<file path="config.mk">
export PLATFORM = sky130hd
export DESIGN_NAME = udt_connect
export DESIGN_NICKNAME = d
export VERILOG_FILES = /design/src/rtl/udt_pkg.sv /design/src/rtl/udt_connect_rx_parser.sv /design/src/rtl/udt_connect.sv
export SDC_FILE = /design/constraint.sdc
export NUM_CORES = 1
export LEC_CHECK = 0
export ABC_AREA = 1
export CORE_MARGIN = 2
export CORE_UTILIZATION = 33
export CTS_CLUSTER_DIAMETER = 80
export DETAILED_ROUTE_END_ITERATION = 10
export PLACE_DENSITY_LB_ADDON = 0.05
export SLEW_MARGIN = 20
export SYNTH_ARGS = -nofsm -noshare
export SYNTH_HDL_FRONTEND = slang
export SYNTH_SLANG_ARGS = --single-unit
</file>
<file path="constraint.sdc">
create_clock -name clk -period 3.2 [get_ports clk]
set_clock_uncertainty 0.2 [all_clocks]
set_input_delay 0.64 -clock clk [delete_from_list [all_inputs] [get_ports clk]]
set_output_delay 0.64 -clock clk [all_outputs]
set_load 0.005 [all_outputs]
</file>
<file path="src/rtl/udt_pkg.sv">
// UDT handshake shared definitions.
// Control word, connection types, beat map and parsed handshake fields.
package udt_pkg;

  localparam logic [31:0] UDT_CTRL_HS  = 32'h8000_0000;
  localparam logic [31:0] CONN_REQ     = 32'h0000_0001;
  localparam logic [31:0] CONN_ACCEPT  = 32'hFFFF_FFFF;
  localparam logic [31:0] CONN_REJECT  = 32'hFFFF_FFFE;
  localparam logic [31:0] SOCK_STREAM  = 32'd1;
  localparam logic [31:0] HDR_IP_UDP   = 32'd28;
  localparam logic [31:0] HDR_UDT      = 32'd16;
  localparam logic [31:0] MIN_PEER_MSS = 32'd44;

  typedef enum logic [2:0] {
    B_HDR, B_TS, B_VER, B_ISN,
    B_FLT, B_SID, B_IPH, B_IPL
  } hs_beat_e;

  typedef enum logic [2:0] {
    S_IDLE,
    S_SEND_REQ,
    S_WAIT_COOKIE,
    S_SEND_CONF,
    S_WAIT_RSP,
    S_CONNECTED
  } conn_state_e;

  typedef struct packed {
    logic [31:0]  version;
    logic [31:0]  sock_type;
    logic [31:0]  isn;
    logic [31:0]  mss;
    logic [31:0]  flight;
    logic [31:0]  conn_type;
    logic [31:0]  sock_id;
    logic [31:0]  cookie;
    logic [127:0] peer_ip;
  } hs_info_t;

  function automatic logic [31:0] min32(
    input logic [31:0] a,
    input logic [31:0] b
  );
    return (a < b) ? a : b;
  endfunction

endpackage

</file>
<file path="src/rtl/udt_connect_rx_parser.sv">
// Handshake RX frame parser: counts beats, checks framing, captures fields.
// Emits a registered one-cycle frame_ok or frame_bad after each tlast.
module udt_hs_rx_parser
  import udt_pkg::*;
(
  input  logic        clk,
  input  logic        rst_n,
  input  logic [63:0] rx_tdata,
  input  logic [7:0]  rx_tkeep,
  input  logic        rx_tvalid,
  input  logic        rx_tlast,
  input  logic        rx_tready,
  input  logic [31:0] local_sock_id,
  output hs_info_t    info,
  output logic        frame_ok,
  output logic        frame_bad
);

  logic [3:0] cnt_q, cnt_d;
  logic       bad_q, bad_d;
  logic       ok_q, ok_d;
  logic       badp_q, badp_d;
  hs_info_t   info_q, info_d;
  logic       fire;
  logic       beat_err;
  logic [31:0] wa, wb;

  // Per-beat checks, field capture and resync on tlast
  always_comb begin
    fire     = rx_tvalid & rx_tready;
    wa       = rx_tdata[63:32];
    wb       = rx_tdata[31:0];
    beat_err = (rx_tkeep != 8'hFF);
    if (cnt_q == 4'd0 && wa != UDT_CTRL_HS)
      beat_err = 1'b1;
    if (cnt_q == 4'd1 && wb != local_sock_id && wb != 32'd0)
      beat_err = 1'b1;
    if (cnt_q >= 4'd7 && !rx_tlast)
      beat_err = 1'b1;
    if (rx_tlast && cnt_q != 4'd7)
      beat_err = 1'b1;
    cnt_d  = cnt_q;
    bad_d  = bad_q;
    info_d = info_q;
    ok_d   = 1'b0;
    badp_d = 1'b0;
    if (fire) begin
      case (cnt_q)
        4'd2: begin
          info_d.version   = wa;
          info_d.sock_type = wb;
        end
        4'd3: begin
          info_d.isn = wa;
          info_d.mss = wb;
        end
        4'd4: begin
          info_d.flight    = wa;
          info_d.conn_type = wb;
        end
        4'd5: begin
          info_d.sock_id = wa;
          info_d.cookie  = wb;
        end
        4'd6: info_d.peer_ip[127:64] = rx_tdata;
        4'd7: info_d.peer_ip[63:0]   = rx_tdata;
        default: ;
      endcase
      if (rx_tlast) begin
        cnt_d  = 4'd0;
        bad_d  = 1'b0;
        ok_d   = !(bad_q | beat_err);
        badp_d = bad_q | beat_err;
      end else begin
        bad_d = bad_q | beat_err;
        if (cnt_q != 4'd8)
          cnt_d = cnt_q + 4'd1;
      end
    end
  end

  // Parser state registers
  always_ff @(posedge clk or negedge rst_n) begin
    if (!rst_n) begin
      cnt_q  <= '0;
      bad_q  <= 1'b0;
      ok_q   <= 1'b0;
      badp_q <= 1'b0;
      info_q <= '0;
    end else begin
      cnt_q  <= cnt_d;
      bad_q  <= bad_d;
      ok_q   <= ok_d;
      badp_q <= badp_d;
      info_q <= info_d;
    end
  end

  assign info      = info_q;
  assign frame_ok  = ok_q;
  assign frame_bad = badp_q;

endmodule

</file>
<file path="src/rtl/udt_connect.sv">
// UDT caller-side handshake: request, cookie echo, accept latch.
// Owns the TX frame serialiser, retransmit timer and retry counter.
module udt_connect
  import udt_pkg::*;
#(
  parameter int unsigned RETX_CYCLES = 1_000_000,
  parameter int unsigned MAX_RETRY   = 8,
  parameter int unsigned UDT_VERSION = 4
) (
  input  logic         clk,
  input  logic         core_rst_n,
  input  logic         Req_Connect,
  input  logic         Req_Close,
  input  logic [31:0]  MSSize,
  input  logic [31:0]  FlightFlagSize,
  input  logic [31:0]  LocalISN,
  input  logic [31:0]  LocalSocketID,
  input  logic [31:0]  Timestamp,
  input  logic [127:0] PeerIP,
  output logic [63:0]  hs_tx_tdata,
  output logic [7:0]   hs_tx_tkeep,
  output logic         hs_tx_tvalid,
  output logic         hs_tx_tlast,
  input  logic         hs_tx_tready,
  input  logic [63:0]  hs_rx_tdata,
  input  logic [7:0]   hs_rx_tkeep,
  input  logic         hs_rx_tvalid,
  input  logic         hs_rx_tlast,
  output logic         hs_rx_tready,
  output logic         Res_Connect,
  output logic         Res_Close,
  output logic         err,
  output logic [31:0]  PeerISN,
  output logic [31:0]  PeerSocketID,
  output logic [31:0]  Max_PktSize,
  output logic [31:0]  Max_PayloadSize,
  output logic [31:0]  FlowWindowSize
);

  localparam logic [31:0] RETX_LAST = 32'(RETX_CYCLES - 1);
  localparam logic [7:0]  RETRY_MAX = 8'(MAX_RETRY);
  localparam logic [31:0] VER_WORD  = 32'(UDT_VERSION);

  conn_state_e  state_q, state_d;
  hs_beat_e     beat_q, beat_d;
  logic [7:0]   retry_q, retry_d;
  logic [31:0]  timer_q, timer_d;
  logic [31:0]  cookie_q, cookie_d;
  logic [31:0]  ts_q, isn_q, mss_q, flt_q, sid_q;
  logic [127:0] pip_q;
  logic         pend_q, pend_d;
  logic         rdy_q;
  logic         conn_q, conn_d;
  logic         clsp_q, clsp_d;
  logic         err_q, err_d;
  logic [31:0]  pisn_q, pisn_d;
  logic [31:0]  psid_q, psid_d;
  logic [31:0]  pkt_q, pkt_d;
  logic [31:0]  pay_q, pay_d;
  logic [31:0]  win_q, win_d;

  hs_info_t     rx_info;
  logic         frame_ok;
  logic         frame_bad;
  logic         unused_info;
  logic         tx_send;
  logic         tx_fire;
  logic         tx_done;
  logic         timeout;
  logic         load;
  logic [31:0]  word_a, word_b;

  udt_hs_rx_parser u_rx (
    .clk           (clk),
    .rst_n         (core_rst_n),
    .rx_tdata      (hs_rx_tdata),
    .rx_tkeep      (hs_rx_tkeep),
    .rx_tvalid     (hs_rx_tvalid),
    .rx_tlast      (hs_rx_tlast),
    .rx_tready     (rdy_q),
    .local_sock_id (LocalSocketID),
    .info          (rx_info),
    .frame_ok      (frame_ok),
    .frame_bad     (frame_bad)
  );

  assign unused_info = ^{rx_info.version, rx_info.sock_type,
                         rx_info.peer_ip, frame_bad};

  assign tx_send = (state_q == S_SEND_REQ) || (state_q == S_SEND_CONF);
  assign tx_fire = tx_send & hs_tx_tready;
  assign tx_done = tx_fire && (beat_q == B_IPL);
  assign timeout = (timer_q >= RETX_LAST);

  // State and frame snapshot registers
  always_ff @(posedge clk or negedge core_rst_n) begin
    if (!core_rst_n) begin
      state_q  <= S_IDLE;
      beat_q   <= B_HDR;
      retry_q  <= '0;
      timer_q  <= '0;
      cookie_q <= '0;
      ts_q     <= '0;
      isn_q    <= '0;
      mss_q    <= '0;
      flt_q    <= '0;
      sid_q    <= '0;
      pip_q    <= '0;
      pend_q   <= 1'b0;
      rdy_q    <= 1'b0;
      conn_q   <= 1'b0;
      clsp_q   <= 1'b0;
      err_q    <= 1'b0;
      pisn_q   <= '0;
      psid_q   <= '0;
      pkt_q    <= '0;
      pay_q    <= '0;
      win_q    <= '0;
    end else begin
      state_q  <= state_d;
      beat_q   <= beat_d;
      retry_q  <= retry_d;
      timer_q  <= timer_d;
      cookie_q <= cookie_d;
      if (load) begin
        ts_q  <= Timestamp;
        isn_q <= LocalISN;
        mss_q <= MSSize;
        flt_q <= FlightFlagSize;
        sid_q <= LocalSocketID;
        pip_q <= PeerIP;
      end
      pend_q   <= pend_d;
      rdy_q    <= 1'b1;
      conn_q   <= conn_d;
      clsp_q   <= clsp_d;
      err_q    <= err_d;
      pisn_q   <= pisn_d;
      psid_q   <= psid_d;
      pkt_q    <= pkt_d;
      pay_q    <= pay_d;
      win_q    <= win_d;
    end
  end

  // Next-state: handshake sequencing, retransmit and close handling
  always_comb begin
    state_d  = state_q;
    beat_d   = beat_q;
    retry_d  = retry_q;
    timer_d  = timer_q;
    cookie_d = cookie_q;
    pend_d   = pend_q;
    conn_d   = 1'b0;
    clsp_d   = 1'b0;
    err_d    = 1'b0;
    pisn_d   = pisn_q;
    psid_d   = psid_q;
    pkt_d    = pkt_q;
    pay_d    = pay_q;
    win_d    = win_q;
    load     = 1'b0;
    unique case (state_q)
      S_IDLE: begin
        if (Req_Close) begin
          clsp_d = 1'b1;
        end else if (Req_Connect) begin
          state_d  = S_SEND_REQ;
          beat_d   = B_HDR;
          cookie_d = '0;
          retry_d  = '0;
          load     = 1'b1;
        end
      end
      S_SEND_REQ, S_SEND_CONF: begin
        if (Req_Close)
          pend_d = 1'b1;
        if (tx_fire)
          beat_d = hs_beat_e'(beat_q + 3'd1);
        if (tx_done) begin
          beat_d  = B_HDR;
          timer_d = '0;
          if (pend_q || Req_Close) begin
            state_d = S_IDLE;
            clsp_d  = 1'b1;
            pend_d  = 1'b0;
          end else if (state_q == S_SEND_REQ) begin
            state_d = S_WAIT_COOKIE;
          end else begin
            state_d = S_WAIT_RSP;
          end
        end
      end
      S_WAIT_COOKIE: begin
        timer_d = timer_q + 32'd1;
        if (Req_Close) begin
          state_d = S_IDLE;
          clsp_d  = 1'b1;
        end else if (frame_ok) begin
          if (rx_info.conn_type == CONN_REQ &&
              rx_info.cookie != 32'd0) begin
            cookie_d = rx_info.cookie;
            retry_d  = '0;
            state_d  = S_SEND_CONF;
            load     = 1'b1;
          end
        end else if (timeout) begin
          if (retry_q == RETRY_MAX) begin
            err_d   = 1'b1;
            state_d = S_IDLE;
          end else begin
            retry_d = retry_q + 8'd1;
            state_d = S_SEND_REQ;
            load    = 1'b1;
          end
        end
      end
      S_WAIT_RSP: begin
        timer_d = timer_q + 32'd1;
        if (Req_Close) begin
          state_d = S_IDLE;
          clsp_d  = 1'b1;
        end else if (frame_ok) begin
          if (rx_info.conn_type == CONN_ACCEPT) begin
            if (rx_info.mss < MIN_PEER_MSS) begin
              err_d   = 1'b1;
              state_d = S_IDLE;
            end else begin
              state_d = S_CONNECTED;
              conn_d  = 1'b1;
              pisn_d  = rx_info.isn;
              psid_d  = rx_info.sock_id;
              pkt_d   = min32(mss_q, rx_info.mss) - HDR_IP_UDP;
              pay_d   = pkt_d - HDR_UDT;
              win_d   = min32(flt_q, rx_info.flight);
            end
          end else if (rx_info.conn_type == CONN_REJECT) begin
            err_d   = 1'b1;
            state_d = S_IDLE;
          end
        end else if (timeout) begin
          if (retry_q == RETRY_MAX) begin
            err_d   = 1'b1;
            state_d = S_IDLE;
          end else begin
            retry_d = retry_q + 8'd1;
            state_d = S_SEND_CONF;
            load    = 1'b1;
          end
        end
      end
      S_CONNECTED: begin
        if (Req_Close) begin
          state_d = S_IDLE;
          clsp_d  = 1'b1;
        end
      end
      default: state_d = S_IDLE;
    endcase
  end

  // Outputs: serialise the current beat, gated to zero when idle
  always_comb begin
    word_a = '0;
    word_b = '0;
    case (beat_q)
      B_HDR: word_a = UDT_CTRL_HS;
      B_TS:  word_a = ts_q;
      B_VER: begin
        word_a = VER_WORD;
        word_b = SOCK_STREAM;
      end
      B_ISN: begin
        word_a = isn_q;
        word_b = mss_q;
      end
      B_FLT: begin
        word_a = flt_q;
        word_b = CONN_REQ;
      end
      B_SID: begin
        word_a = sid_q;
        word_b = cookie_q;
      end
      B_IPH: {word_a, word_b} = pip_q[127:64];
      B_IPL: {word_a, word_b} = pip_q[63:0];
      default: ;
    endcase
    hs_tx_tvalid = tx_send;
    hs_tx_tdata  = tx_send ? {word_a, word_b} : 64'd0;
    hs_tx_tkeep  = tx_send ? 8'hFF : 8'h00;
    hs_tx_tlast  = tx_send && (beat_q == B_IPL);
  end

  assign hs_rx_tready    = rdy_q;
  assign Res_Connect     = conn_q;
  assign Res_Close       = clsp_q;
  assign err             = err_q;
  assign PeerISN         = pisn_q;
  assign PeerSocketID    = psid_q;
  assign Max_PktSize     = pkt_q;
  assign Max_PayloadSize = pay_q;
  assign FlowWindowSize  = win_q;

endmodule

</file>
==> impl_summary.log <==
INFO  metric antenna_violating_nets_post_route = 0
INFO  metric remaining_drc_errors = 0
INFO  metric dpl_cell_area = 46600 sq um
INFO  metric swShare = 42.0%
INFO  metric layout-drive-gt1-share = 23.5%
INFO  metric grt-ovfl-total = 0
INFO  metric synthesis.instances = 4427
INFO  metric design_area = 53800 sq um
INFO  metric synth_cell_type_count = 59
INFO  metric violations_in_the_final_reports = setup timing
INFO  metric overall_power = 51.8 mW
INFO  metric seq_power_share = 27.0%
INFO  metric route.vias.total = 33.9k
INFO  metric seq_area_frac_synth = 50.5%
INFO  metric power.internal = 30.1 mW
INFO  metric synth_top_cells_by_area = sky130_fd_sc_hd__dfrtp_1 (50%), sky130_fd_sc_hd__nand2_1 (13%), sky130_fd_sc_hd__o21ai_0 (8.5%)
INFO  metric fp-row-count = 121
INFO  metric power.combinational.fraction = 52.8%
INFO  metric grt_antenna_before_repair = 40
INFO  metric switchingPower = 21.7 mW
INFO  metric grt.total_usage = 26.2%
INFO  metric cts_tree = built
INFO  metric ir_worst_vdd = 568 uV
INFO  metric layout_worst_path_cycle_share = 114%
INFO  metric fmax = 274 MHz
INFO  metric layout_setup_ws = -0.450 ns
INFO  metric synth.cell_area = 35900 sq um
INFO  metric time_the_final_worst_path_needs_with_i_o_delays_and_setup = 3.65 ns
INFO  metric cts_htree_levels = 3
INFO  metric clk_pin_slew = 0.06 ns
INFO  metric clk_path_buf_depth = 3
INFO  metric dpl.hpwl = 110000 um
INFO  metric crit_path_max_fanout = 8
INFO  metric worstRegToRegCells = 26
INFO  metric ys_ff_latch = 725
INFO  metric yosys_warnings = 0
INFO  metric layout.core_utilization = 49.6%
INFO  metric setup_tns = -18.51 ns
INFO  metric fp.dieW = 334 um
INFO  metric floorplan.io_pins = 605
INFO  metric worstSkewPairLatency = 0.66 ns
INFO  metric synth.most_common_cell = sky130_fd_sc_hd__nand2_1
INFO  metric synth-main-ff-cell = sky130_fd_sc_hd__dfrtp_1
INFO  metric minimum_setup_slack_among_reg_to_reg_paths = -0.45 ns
INFO  metric synth_edf_count = 0
INFO  metric worst_hold_path_type = flip-flop to flip-flop
INFO  metric syn_to_final_growth = 49.7%
INFO  metric drt_pre_antenna_iters = 6
INFO  metric criticalPathCategory = flip-flop to flip-flop
INFO  metric tightest_slew = 0.726 ns
INFO  metric library_cell_with_the_largest_summed_area_after_synthesis = sky130_fd_sc_hd__dfrtp_1
INFO  metric timing.rr.start = mss_q[31]$_DFFE_PN0P_
INFO  metric cts.sinks = 725
INFO  metric cts_made_buffers = 87
INFO  metric critical_path_required = 3.53 ns
INFO  metric clockPowerShare = 20.2%
INFO  metric clockRootBuffer = sky130_fd_sc_hd__clkbuf_16
INFO  metric grt_max_degree = 73
INFO  metric wirelength = 148000 um
INFO  metric async_reset_ff_share = 100%
INFO  metric status = finished with violations
INFO  metric die_height = 334 um
INFO  metric layout.nets = 5879
INFO  metric core_area = 108000 sq um
INFO  metric synthesis.nets = 4870
INFO  metric wl_per_cell = 21.4 um
INFO  metric total_die_area = 112000 sq um
INFO  metric grt_pass1_vias = 33.3k
INFO  metric detailedRoute.firstIterationViolations = 2452
INFO  metric finalHoldViolCount = 0
INFO  metric placement.setup.worst_slack = -0.635 ns
INFO  metric power_density = 963 nW/um^2
INFO  metric setup.worst_path.start_class = flip-flop
INFO  metric power_leakage = 25.1 nW
INFO  metric gp_congestion = 0.900
INFO  metric portBuffers = 604
INFO  metric rsz0062_at_grt = true
INFO  metric cp_data_arrival_time = 3.98 ns
INFO  metric first_pass_grt_wire_length = 219000 um
INFO  metric netlist_top_cells_count = sky130_fd_sc_hd__nand2_1 (1203), sky130_fd_sc_hd__dfrtp_1 (725), sky130_fd_sc_hd__o21ai_0 (608), sky130_fd_sc_hd__inv_1 (563), sky130_fd_sc_hd__nor2_1 (200)
INFO  metric min-delay-start = u_rx.info[176]$_DFFE_PN0P_
INFO  metric report.final.setup_viol = 109
INFO  metric effective_utilization_at_floorplan = 33.2%
INFO  metric cap_violations = 0
INFO  metric slew_headroom = 51.6%
INFO  metric synth_top_area_share = 50.5%
INFO  metric hold_path_end = PeerSocketID[16]$_DFFE_PN0P_
INFO  metric regToRegEndpoint = Max_PayloadSize[30]$_DFFE_PN0P_
INFO  metric postSynthAreaPerCell = 8.12 sq um
INFO  metric final_slew_violations = 0
INFO  metric min_path_cells = 2
INFO  metric end_kind = flip-flop
INFO  metric via_count_normalized_by_instance_count = 4.88
-- layer usage --
metal | vias to the layer above | share of wire [%] | GRT usage (%)
met5 | - | 0.16 | 0
met1 | 16200 | 46 | 36.7
met3 | 238 | 6.4 | 5.46
li1 | 16400 | - | -
met4 | 38 | 3.6 | 8.73
met2 | 969 | 44 | 40.1
-- cells in the final DEF (no fill, tap or decap), drive strengths merged, types with 6 or more instances in the layout --
| cell | Yosys | layout |
|---|---|---|
| nor3 | 56 | 56 |
| nor4 | 42 | 42 |
| ha | 76 | 76 |
| nand4 | 50 | 50 |
| o21ai | 617 | 617 |
| clkdlybuf4s15 | 0 | 6 |
| clkinv | 4 | 18 |
| inv | 573 | 574 |
| mux2 | 59 | 59 |
| clkbuf | 149 | 136 |
| dfrtp | 725 | 725 |
| diode | 0 | 18 |
| nand3 | 186 | 186 |
| xnor2 | 30 | 30 |
| nor2 | 233 | 233 |
| a21oi | 130 | 130 |
| bufinv | 0 | 10 |
| o211ai | 27 | 27 |
| o21a | 16 | 16 |
| buf | 69 | 575 |
| o22ai | 87 | 87 |
| clkdlybuf4s50 | 0 | 538 |
| nand2 | 1242 | 1243 |
-- per-stage QoR --
stage / hold WS (ns) / std cells
global placement: 0.252 / 6631
finish: 0.263 / 6936
CTS: 0.262 / 6880
global route: 0.286 / 6931
floorplan: 0.144 / 4427
detailed placement: 0.251 / 6631
-- worst max path at each step --
stage | cells past startpoint | slack (ns) | from | endpoint
final | 26 | -0.45 | mss_q[31]$_DFFE_PN0P_ | Max_PayloadSize[30]$_DFFE_PN0P_
after global routing | 27 | -0.63 | u_rx.info[261]$_DFFE_PN0P_ | Max_PayloadSize[23]$_DFFE_PN0P_
after CTS | 25 | -0.37 | mss_q[31]$_DFFE_PN0P_ | Max_PayloadSize[27]$_DFFE_PN0P_
after detailed placement | 22 | -0.64 | u_rx.info[279]$_DFFE_PN0P_ | Max_PayloadSize[24]$_DFFE_PN0P_
after global placement | 24 | -0.58 | u_rx.info[279]$_DFFE_PN0P_ | Max_PayloadSize[28]$_DFFE_PN0P_
after floorplan | 24 | -0.006 | mss_q[5]$_DFFE_PN0P_ | Max_PayloadSize[28]$_DFFE_PN0P_
-- critical path, stage by stage (launching register included) --
cell and delay [ns]:
sky130_fd_sc_hd__dfrtp_1 0.41, sky130_fd_sc_hd__ha_4 0.28, sky130_fd_sc_hd__nand4_1 0.11, sky130_fd_sc_hd__clkinv_2 0.09, sky130_fd_sc_hd__nand4_4 0.12, sky130_fd_sc_hd__nor3_4 0.28, sky130_fd_sc_hd__nand2_8 0.14, sky130_fd_sc_hd__nand2_8 0.11
sky130_fd_sc_hd__buf_6 0.11, sky130_fd_sc_hd__nand2_4 0.04, sky130_fd_sc_hd__nand2_4 0.08, sky130_fd_sc_hd__ha_4 0.15, sky130_fd_sc_hd__nand3_4 0.15, sky130_fd_sc_hd__nand2_8 0.13, sky130_fd_sc_hd__nor2_4 0.05, sky130_fd_sc_hd__buf_12 0.13
sky130_fd_sc_hd__buf_6 0.11, sky130_fd_sc_hd__nand3_4 0.05, sky130_fd_sc_hd__nand2_4 0.07, sky130_fd_sc_hd__inv_4 0.08, sky130_fd_sc_hd__nand2_4 0.06, sky130_fd_sc_hd__nor2_4 0.17, sky130_fd_sc_hd__nand2_4 0.09, sky130_fd_sc_hd__nor2_4 0.14
sky130_fd_sc_hd__nand2_1 0.06, sky130_fd_sc_hd__nand2_1 0.05, sky130_fd_sc_hd__nand3_1 0.06
-- flip-flops by register name (all words and copies together) (netlist names), 3 cells and up --
signal           flops
Max_PktSize         32
timer_q             32
u_rx.info          192
u_rx.cnt_q           4
pip_q              128
sid_q               32
state_q              3
cookie_q            32
PeerSocketID        32
mss_q               32
PeerISN             32
Max_PayloadSize     28
flt_q               32
FlowWindowSize      32
beat_q               3
isn_q               32
retry_q              8
ts_q                32
-- layout make-up --
cell class	count	area [sq um]
fill	10600	54600
sequential	725	18100
multi-input combinational	2908	17300
timing repair buffer	1137	11400
clock buffer	127	2540
inverter	577	2220
tap	1414	1770
clock inverter	30	438
antenna	18	45.0
-- cell families (layout without fill, tap and decap cells) --
family / after synthesis / count (layout) / share of synthesized area (%)
AND/OR/NAND/NOR: 1816 / 1817 / 21.6
AO/OA/AOI/OAI: 920 / 920 / 13.8
buffers and inverters: 795 / 1871 / 8.79
flip-flops: 725 / 725 / 50.5
adder cells (fa/ha/maj): 76 / 76 / 2.65
multiplexers: 59 / 59 / 1.85
XOR/XNOR: 35 / 35 / 0.853
other: 1 / 19 / 0.0104
-- power by group through the flow --
stage               clock network [mW]  registers (mW)  logic [mW]
floorplan                            0            13.6        12.2
global placement                     0            13.9        21.5
detailed placement                   0            14.0        21.5
CTS                               10.7            13.9        25.3
global route                      11.1            14.3        30.0
finish                            10.5            14.0        27.3
-- timing repair --
item                                   4_1_cts  5_1_grt
endpoints found under the hold margin       44        0
resized for setup                          778      214
pin swaps                                  179       94
setup buffers                               90       41
hold buffers                                 1        0
setup endpoints to repair                  115      253
gates cloned                                15        4
Power figures use the tool's default switching activity.
